--- src/rtl/fx68k_bus_sched_if.sv ---
// Bus-scheduler signal bundle: phase enables, core/DMA requests, pad-side strobes, per-requester completion.
// The slave modport is the scheduler side; the master modport is the core/DMA/pad side.
interface fx68k_bus_sched_if;
  logic enPhi1;
  logic enPhi2;
  logic coreReq;
  logic coreWrite;
  logic coreNoLow;
  logic coreNoHigh;
  logic dmaReq;
  logic dmaWrite;
  logic dmaNoLow;
  logic dmaNoHigh;
  logic DTACKn;
  logic BERRn;
  logic ASn;
  logic UDSn;
  logic LDSn;
  logic RWn;
  logic busOwner;
  logic busy;
  logic dataLatch;
  logic coreDone;
  logic dmaDone;
  logic busErr;

  modport slave (
    input  enPhi1, enPhi2,
    input  coreReq, coreWrite, coreNoLow, coreNoHigh,
    input  dmaReq, dmaWrite, dmaNoLow, dmaNoHigh,
    input  DTACKn, BERRn,
    output ASn, UDSn, LDSn, RWn,
    output busOwner, busy, dataLatch, coreDone, dmaDone, busErr
  );

  modport master (
    output enPhi1, enPhi2,
    output coreReq, coreWrite, coreNoLow, coreNoHigh,
    output dmaReq, dmaWrite, dmaNoLow, dmaNoHigh,
    output DTACKn, BERRn,
    input  ASn, UDSn, LDSn, RWn,
    input  busOwner, busy, dataLatch, coreDone, dmaDone, busErr
  );
endinterface

--- src/rtl/fx68k_bus_sched.sv ---
// 68000 bus-cycle FSM with core/DMA arbitration; zero-wait cycle is 6 phase ticks from grant, DTACKn stretches WAIT.
// Requests are held levels acknowledged by done pulses; FX68K_BUS_TIMEOUT_EN adds a self-generated bus error after TIMEOUT waits.
module fx68k_bus_sched #(
  parameter int CORE_BURST = 4,
  parameter int TIMEOUT    = 31
) (
  input logic               clk,
  input logic               nRst,
  fx68k_bus_sched_if.slave  bus
);

  if (CORE_BURST < 1 || CORE_BURST > 15) begin : g_bad_burst
    $error("CORE_BURST must be 1..15");
  end
  if (TIMEOUT < 1 || TIMEOUT > 255) begin : g_bad_timeout
    $error("TIMEOUT must be 1..255");
  end

  typedef enum logic [2:0] {
    S_IDLE,
    S_ADDR,
    S_STROBE,
    S_WAIT,
    S_DATA,
    S_TERM
  } state_t;

  state_t     r_state;
  logic       r_write;
  logic       r_no_low;
  logic       r_no_high;
  logic       r_err;
  logic [3:0] r_streak;

  logic       w_core_win;
  logic       w_sel_write;
  logic       w_sel_no_low;
  logic       w_sel_no_high;
  logic [3:0] w_streak_inc;

  // Core keeps the bus until it has used up its burst allowance against a waiting DMA.
  assign w_core_win    = bus.coreReq && (!bus.dmaReq || (r_streak < 4'(CORE_BURST)));
  assign w_sel_write   = w_core_win ? bus.coreWrite  : bus.dmaWrite;
  assign w_sel_no_low  = w_core_win ? bus.coreNoLow  : bus.dmaNoLow;
  assign w_sel_no_high = w_core_win ? bus.coreNoHigh : bus.dmaNoHigh;
  assign w_streak_inc  = (r_streak == 4'd15) ? 4'd15 : r_streak + 4'd1;

`ifdef FX68K_BUS_TIMEOUT_EN
  logic [7:0] r_wait_cnt;
  logic [7:0] w_wait_nxt;
  assign w_wait_nxt = r_wait_cnt + 8'd1;
`endif

  always_ff @(posedge clk or negedge nRst) begin
    if (!nRst) begin
      r_state       <= S_IDLE;
      r_write       <= 1'b0;
      r_no_low      <= 1'b0;
      r_no_high     <= 1'b0;
      r_err         <= 1'b0;
      r_streak      <= 4'd0;
`ifdef FX68K_BUS_TIMEOUT_EN
      r_wait_cnt    <= 8'd0;
`endif
      bus.ASn       <= 1'b1;
      bus.UDSn      <= 1'b1;
      bus.LDSn      <= 1'b1;
      bus.RWn       <= 1'b1;
      bus.busOwner  <= 1'b0;
      bus.busy      <= 1'b0;
      bus.dataLatch <= 1'b0;
      bus.coreDone  <= 1'b0;
      bus.dmaDone   <= 1'b0;
      bus.busErr    <= 1'b0;
    end else begin
      bus.dataLatch <= 1'b0;
      bus.coreDone  <= 1'b0;
      bus.dmaDone   <= 1'b0;
      bus.busErr    <= 1'b0;
      case (r_state)
        S_IDLE: begin
          if (bus.enPhi1 && (bus.coreReq || bus.dmaReq)) begin
            bus.busOwner <= !w_core_win;
            bus.busy     <= 1'b1;
            r_write      <= w_sel_write;
            r_no_low     <= w_sel_no_low;
            r_no_high    <= w_sel_no_high;
            r_err        <= 1'b0;
`ifdef FX68K_BUS_TIMEOUT_EN
            r_wait_cnt   <= 8'd0;
`endif
            if (w_core_win && bus.dmaReq) r_streak <= w_streak_inc;
            else                          r_streak <= 4'd0;
            // With both lanes suppressed there is nothing to strobe; finish on the next PHI2.
            r_state <= (w_sel_no_low && w_sel_no_high) ? S_TERM : S_ADDR;
          end
        end
        S_ADDR: begin
          if (bus.enPhi2) begin
            bus.ASn <= 1'b0;
            bus.RWn <= !r_write;
            if (!r_write) begin
              bus.UDSn <= r_no_high;
              bus.LDSn <= r_no_low;
            end
            r_state <= S_STROBE;
          end
        end
        S_STROBE: begin
          if (bus.enPhi1) begin
            if (r_write) begin
              bus.UDSn <= r_no_high;
              bus.LDSn <= r_no_low;
            end
            r_state <= S_WAIT;
          end
        end
        S_WAIT: begin
          if (bus.enPhi2) begin
            if (!bus.DTACKn) begin
              r_state <= S_DATA;
            end else if (!bus.BERRn) begin
              r_err   <= 1'b1;
              r_state <= S_TERM;
            end else begin
`ifdef FX68K_BUS_TIMEOUT_EN
              r_wait_cnt <= w_wait_nxt;
              if (w_wait_nxt == 8'(TIMEOUT)) begin
                r_err   <= 1'b1;
                r_state <= S_TERM;
              end
`endif
            end
          end
        end
        S_DATA: begin
          if (bus.enPhi1) begin
            bus.dataLatch <= 1'b1;
            r_state       <= S_TERM;
          end
        end
        S_TERM: begin
          if (bus.enPhi2) begin
            bus.ASn      <= 1'b1;
            bus.UDSn     <= 1'b1;
            bus.LDSn     <= 1'b1;
            bus.RWn      <= 1'b1;
            bus.busy     <= 1'b0;
            bus.coreDone <= !bus.busOwner;
            bus.dmaDone  <= bus.busOwner;
            bus.busErr   <= r_err;
            r_state      <= S_IDLE;
          end
        end
        default: r_state <= S_IDLE;
      endcase
    end
  end

endmodule

--- src/flat_wrapper.sv ---
// flat-port wrapper written by rule: the top's interface ports become plain ports
module fx68k_bus_sched_flat 
#(
  parameter int CORE_BURST = 4,
  parameter int TIMEOUT    = 31
)
  (clk, nRst, bus_enPhi1, bus_enPhi2, bus_coreReq, bus_coreWrite, bus_coreNoLow, bus_coreNoHigh, bus_dmaReq, bus_dmaWrite, bus_dmaNoLow, bus_dmaNoHigh, bus_DTACKn, bus_BERRn, bus_ASn, bus_UDSn, bus_LDSn, bus_RWn, bus_busOwner, bus_busy, bus_dataLatch, bus_coreDone, bus_dmaDone, bus_busErr);
  fx68k_bus_sched_if bus_i ();
  input logic clk;
  input logic nRst;
  input wire logic [$bits(bus_i.enPhi1)-1:0] bus_enPhi1;
  input wire logic [$bits(bus_i.enPhi2)-1:0] bus_enPhi2;
  input wire logic [$bits(bus_i.coreReq)-1:0] bus_coreReq;
  input wire logic [$bits(bus_i.coreWrite)-1:0] bus_coreWrite;
  input wire logic [$bits(bus_i.coreNoLow)-1:0] bus_coreNoLow;
  input wire logic [$bits(bus_i.coreNoHigh)-1:0] bus_coreNoHigh;
  input wire logic [$bits(bus_i.dmaReq)-1:0] bus_dmaReq;
  input wire logic [$bits(bus_i.dmaWrite)-1:0] bus_dmaWrite;
  input wire logic [$bits(bus_i.dmaNoLow)-1:0] bus_dmaNoLow;
  input wire logic [$bits(bus_i.dmaNoHigh)-1:0] bus_dmaNoHigh;
  input wire logic [$bits(bus_i.DTACKn)-1:0] bus_DTACKn;
  input wire logic [$bits(bus_i.BERRn)-1:0] bus_BERRn;
  output wire logic [$bits(bus_i.ASn)-1:0] bus_ASn;
  output wire logic [$bits(bus_i.UDSn)-1:0] bus_UDSn;
  output wire logic [$bits(bus_i.LDSn)-1:0] bus_LDSn;
  output wire logic [$bits(bus_i.RWn)-1:0] bus_RWn;
  output wire logic [$bits(bus_i.busOwner)-1:0] bus_busOwner;
  output wire logic [$bits(bus_i.busy)-1:0] bus_busy;
  output wire logic [$bits(bus_i.dataLatch)-1:0] bus_dataLatch;
  output wire logic [$bits(bus_i.coreDone)-1:0] bus_coreDone;
  output wire logic [$bits(bus_i.dmaDone)-1:0] bus_dmaDone;
  output wire logic [$bits(bus_i.busErr)-1:0] bus_busErr;
  assign bus_i.enPhi1 = bus_enPhi1;
  assign bus_i.enPhi2 = bus_enPhi2;
  assign bus_i.coreReq = bus_coreReq;
  assign bus_i.coreWrite = bus_coreWrite;
  assign bus_i.coreNoLow = bus_coreNoLow;
  assign bus_i.coreNoHigh = bus_coreNoHigh;
  assign bus_i.dmaReq = bus_dmaReq;
  assign bus_i.dmaWrite = bus_dmaWrite;
  assign bus_i.dmaNoLow = bus_dmaNoLow;
  assign bus_i.dmaNoHigh = bus_dmaNoHigh;
  assign bus_i.DTACKn = bus_DTACKn;
  assign bus_i.BERRn = bus_BERRn;
  assign bus_ASn = bus_i.ASn;
  assign bus_UDSn = bus_i.UDSn;
  assign bus_LDSn = bus_i.LDSn;
  assign bus_RWn = bus_i.RWn;
  assign bus_busOwner = bus_i.busOwner;
  assign bus_busy = bus_i.busy;
  assign bus_dataLatch = bus_i.dataLatch;
  assign bus_coreDone = bus_i.coreDone;
  assign bus_dmaDone = bus_i.dmaDone;
  assign bus_busErr = bus_i.busErr;
  fx68k_bus_sched #(.CORE_BURST(CORE_BURST), .TIMEOUT(TIMEOUT)) u_core (.clk(clk), .nRst(nRst), .bus(bus_i));
endmodule
--- config.mk ---
export PLATFORM = sky130hd
export DESIGN_NAME = fx68k_bus_sched_flat
export DESIGN_NICKNAME = d
export VERILOG_FILES = /design/src/rtl/fx68k_bus_sched_if.sv /design/src/rtl/fx68k_bus_sched.sv /design/src/flat_wrapper.sv
export SDC_FILE = /design/constraint.sdc
export NUM_CORES = 1
export LEC_CHECK = 0
export BUFFER_PORTS_ARGS = -buffer_cell sky130_fd_sc_hd__buf_2
export CAP_MARGIN = 20
export CORE_MARGIN = 8
export CORE_UTILIZATION = 55
export CTS_BUF_LIST = sky130_fd_sc_hd__clkbuf_8
export CTS_CLUSTER_DIAMETER = 200
export DETAILED_ROUTE_END_ITERATION = 8
export GPL_TIMING_DRIVEN = 0
export PLACE_DENSITY = 0.84
export SLEW_MARGIN = 15
export SYNTH_ARGS = -nofsm -noshare
export SYNTH_HDL_FRONTEND = slang
export SYNTH_SLANG_ARGS = --single-unit
--- constraint.sdc ---
create_clock -name clk -period 2.1 [get_ports clk]
set_input_delay 0.42 -clock clk [delete_from_list [all_inputs] [get_ports clk]]
set_output_delay 0.42 -clock clk [all_outputs]
set_load 0.005 [all_outputs]
; Yosys cells after proc, flatten, opt, wreduce, memory -nomap -nowiden
; Cells that the tools add are included.
[word_totals]
ff_bits = 21
inputBits = 14
output_inout_bits = 10
[op_classes]
n_addsub = 1
order_cmp = 1
n_eq_ne = 17
muxes = 45
reduce_logical = 21
[ops]
columns = op, count
row1 = 1-bit two-way mux, 27
row2 = 3-bit two-way mux, 9
row3 = 3-bit case mux with 6 select lines, 1
row4 = 2-bit != test (second input constant), 8
row5 = 4-bit two-way mux, 2
row6 = 1-bit case mux with 2 select lines, 4
row7 = 7-bit AND reduction, 1
row8 = 3-bit by 2-bit equality test with 1-bit output (second input constant), 2
row9 = 3-bit equality test (second input constant), 2
row10 = 1-bit case mux with 3 select lines, 2
row11 = 3-bit AND reduction, 2
row12 = 6-bit AND reduction, 1
row13 = 2-bit nonzero test, 3
row14 = 5-bit AND reduction, 1
row15 = 4-bit by 1-bit adder with 4-bit output (second input constant), 1
row16 = 4-bit equality test (second input constant), 1
row17 = 1-bit logical AND, 4
row18 = 1-bit zero test, 4
row19 = 4-bit by 3-bit < comparator with 1-bit output (second input constant), 1
row20 = 2-bit by 1-bit != test with 1-bit output (second input constant), 2
row21 = 3-bit by 1-bit equality test with 1-bit output (second input constant), 1
row22 = 3-bit zero test, 1
row23 = 3-bit != test (second input constant), 1
row24 = 3-bit nonzero test, 1
row25 = 2 further kinds, 3

; Logic depth before layout (Yosys ltp)
[logic_depth]
depth_word = 8
ltp_mapped = 6

; Least setup slack after synthesis
; No wires, ideal clock.
[synth_timing]
path_type = reg2reg
startpoint = reg u_core.r_state[0]
endpoint = reg u_core.r_state[0]
arrival_ns = 1.346
setup_slack_ns = 0.629
stages_incl_launch_ff = 6
path_buffers = 1
period_less_slack_ns = 1.471
cell_sequence = dfrtp_1 > buf_6 > nand2b_4 > o32a_4 > o311ai_4 > mux2_4
[synth_between]
elab_chain_len = 3
word_cells_on_any_way = 15
[synth_lines]
columns = element, line_no
row1 = start: declaration, fx68k_bus_sched.sv:28  ; state_t r_state;
row2 = start signal: assignment, fx68k_bus_sched.sv:95  ; r_state <= (w_sel_no_low && w_sel_no_high) ? S_TERM : S_ADDR;
row3 = "3-bit by 2-bit equality test with 1-bit output, or another cell as far along", fx68k_bus_sched.sv:80  ; case (r_state)
row4 = "3-bit != test (no line), or another cell as far along", n/a
row5 = 7-bit AND reduction (no line), n/a
; Several ways; a longest one is shown, not always the timed one.
; A chain may end at the register's enable or synchronous reset.

; Worst setup path in the final report
; Same ends and word-level chain as after synthesis.

==> run metrics <==
syn_area_per_cell 10.84 um^2; Die Span Y 59.95 um; Worst VDD drop between 0.7 and 0.8 mV; First-pass DRT Iterations 4; switching portion of total power 35.90%; Max-Slew Margin vs Limit between 60% and 70%; fin crit share around 73%; all-layer global routing usage 14.54%; post-route cell area 1257 um^2; crit path kind reg -> reg; setup violators final 0; Hold Slack 0.09335 ns; Hold Path Class in -> async; CP required roughly 2.3 ns; Net Sw Power 0.0006002 W; Iter 0 DRT Violations 8; Antenna diodes 0; Power Internal around 0.0011 W; Critical Path Stages 5; post-CTS setup buffers 0; Initial Util a little under three fifths; largest area contributor in the synthesized netlist dfrtp_1; vias per inst approximately 5.4; Seq/Total Area, Yosys 49.94%; I/O pin count 24; number of register bits inferred by synthesis 21; drt total wl 2.239 mm; ys async rst share 100.0%; total CTS buffers 3; first-pass GRT wire length 3.808 mm; DR WL/cell about 15 um; worst-path maximum fanout 10; CP Launch Type flop; CP cell instances buf_6 -> nand2b_4 -> o32a_4 -> o311ai_4 -> mux2_4; Final Total Pwr 0.001672 W; detailed placer's ending HPWL between 1.5 and 2 mm; Netlist cell types 33; Hold Vio Cnt, Final 0; CTS tree yes; row count 16; Pwr Density around 1300 nW/um^2; slowest CP cell dfrtp_1; worst reg-to-reg setup slack 0.57 ns; Clock Pin Slew Worst Setup and Hold Paths 0.08 ns; pre-CTS setup slack roughly 0.58 ns; power share of the combinational group 44.0%; Placer Congestion 0.7697; Main synth FF type dfrtp_1; CP startpoint u_core.r_state[0]; PortBufs 23; worst r2r src u_core.r_state[0]; initial antenna violation count 0; CP endpoint kind flop; Tmin final 1.531 ns; core area around 1900 um^2; fill count approximately 160; syn nets 113; cts repair resizes 0; layout cells sized above 1 34.40%; setup tns final 0 ns; RR Endpoint u_core.r_state[0]; CTS Sinks 21; CTS hold repair buffers 0; top cells by area, synth dfrtp_1 40%, dfstp_2 9.9%, mux2i_1 6.6%; top cell type's share of synthesized area 40.05%; Die W about 60 um; max-slew violations 0; Synth Instances 98; CP max stage delay 0.38 ns; Clk pwr share 15.7%; H-tree level count 1; vias in the first global route 859; status complete, no violations; crit path capture u_core.r_state[0]; actual slew at the worst max-slew pin between 0.4 and 0.5 ns; Leak 0.6356 nW; Critical Path AT 1.69 ns; FF-to-FF path depth 5; nets 141; Post-route DRC 0; Setup WS post-layout approximately 0.57 ns; unrepaired setup endpoints after global routing no; Clock Path Buffers 2; synth warn 0; total gr overflow 0; Die ar. 3593 um^2; largest net degree at the start of global routing 22; Seq pwr share 40.3%; synth-to-layout area growth 18.37%; Final ANT Viol Nets 0; CP top delay family compound AO/OA/AOI/OAI gates; Post-DP Area 1211 um^2; achievable frequency 653.2 MHz; Clock Skews 0.007375 ns; Bufs and invs on worst path 1; CTS root buffer clkbuf_8; vias between 800 and 900; clk_lat worst skew 0.26 ns; Max-Cap Viols 0; Synth Cell Area 1062 um^2; Post-synth EDFFs 0
[power groups by stage]
stage,Clock [W],Sequential (W),Combinational [W]
6_report,0.000263,0.000673,0.000736
4_1_cts,0.000266,0.000672,0.000742
5_1_grt,0.000283,0.000689,0.000820
2_1_floorplan,0,0.000665,0.000549
3_5_place_dp,0,0.000679,0.000741
3_3_place_gp,0,0.000665,0.000711
[cell usage after synthesis (all sizes together), types with 2 or more instances]
library cell,number
mux2i,7
mux2,2
a31oi,2
nand2,11
inv,4
buf,3
a21oi,8
o21ai,3
nand2b,2
nor2b,3
and3,4
dfrtp,17
nor2,13
dfstp,4
[stage by stage]
step / util (%) / cells
finish: 66.82 / 152
global route: 66.82 / 152
CTS: 66.82 / 152
detailed placement: 64.36 / 148
global placement: 64.36 / 148
floorplan: - / 98
[worst reg2reg max path: stages (launching register included)]
cell      delay, ns
dfrtp_1        0.38
buf_6          0.14
nand2b_4       0.14
o32a_4         0.34
o311ai_4       0.10
mux2_4         0.33
[sequential cells by signal (all words and copies together) (netlist names)]
name,flops
u_core.bus.busErr,1
u_core.bus.LDSn,1
u_core.bus.dataLatch,1
u_core.bus.busy,1
u_core.bus.RWn,1
u_core.r_no_low,1
u_core.r_no_high,1
u_core.r_write,1
u_core.bus.ASn,1
u_core.r_state,3
u_core.bus.UDSn,1
u_core.bus.dmaDone,1
u_core.r_streak,4
u_core.bus.busOwner,1
u_core.r_err,1
u_core.bus.coreDone,1
[per-layer routing]
layer	vias up	GRT usage [%]	wire length, um
li1	402	-	-
met1	391	15.07	928
met5	-	0	0
met2	15	24.92	1154
met4	0	10.54	68
met3	7	3.441	87
[cell usage in the layout (no fill, tap or decap), types with 2 or more instances in the layout]
cell type,n
buf_2,23
dfrtp_1,17
nor2_1,12
nand2_1,11
a21oi_1,8
mux2i_1,7
clkbuf_8,4
and3_1,4
inv_1,4
dfstp_2,4
o21ai_0,3
nor2b_1,3
buf_6,2
a31oi_1,2
[layout make-up]
class                   instances  area, um^2  share of cell area [%]
plain buffers                   4       43.79                   3.483
clock buffers                   3       41.29                   3.284
clock inverters                 1       5.005                  0.3980
inverters                       4       15.01                   1.194
multi-input cells              69       473.0                   37.61
flip-flops and latches         21       530.5                   42.19
well taps                      27       33.78                   2.687
repair buffers                 23       115.1                   9.154
[logic make-up after synthesis]
logic type	after synthesis	share of synthesized area [%]
compound gates	23	17.55
fa+ha+maj	1	1.178
buf+inv	8	5.535
flops	21	49.94
mux	9	9.069
simple gates	36	16.72
[how the worst min path moves through the flow]
stage / start / end / slack, ns / cells after the start
floorplan: nRst / u_core.bus.busErr / 0.12 / 0
global placement: nRst / u_core.bus.busy / 0.39 / 1
detailed placement: nRst / u_core.bus.busy / 0.39 / 1
CTS: nRst / u_core.bus.busy / 0.11 / 1
global route: nRst / u_core.bus.busy / 0.12 / 1
finish: nRst / u_core.bus.busy / 0.09 / 1
Note: power is estimated with default switching activity, not from simulation.
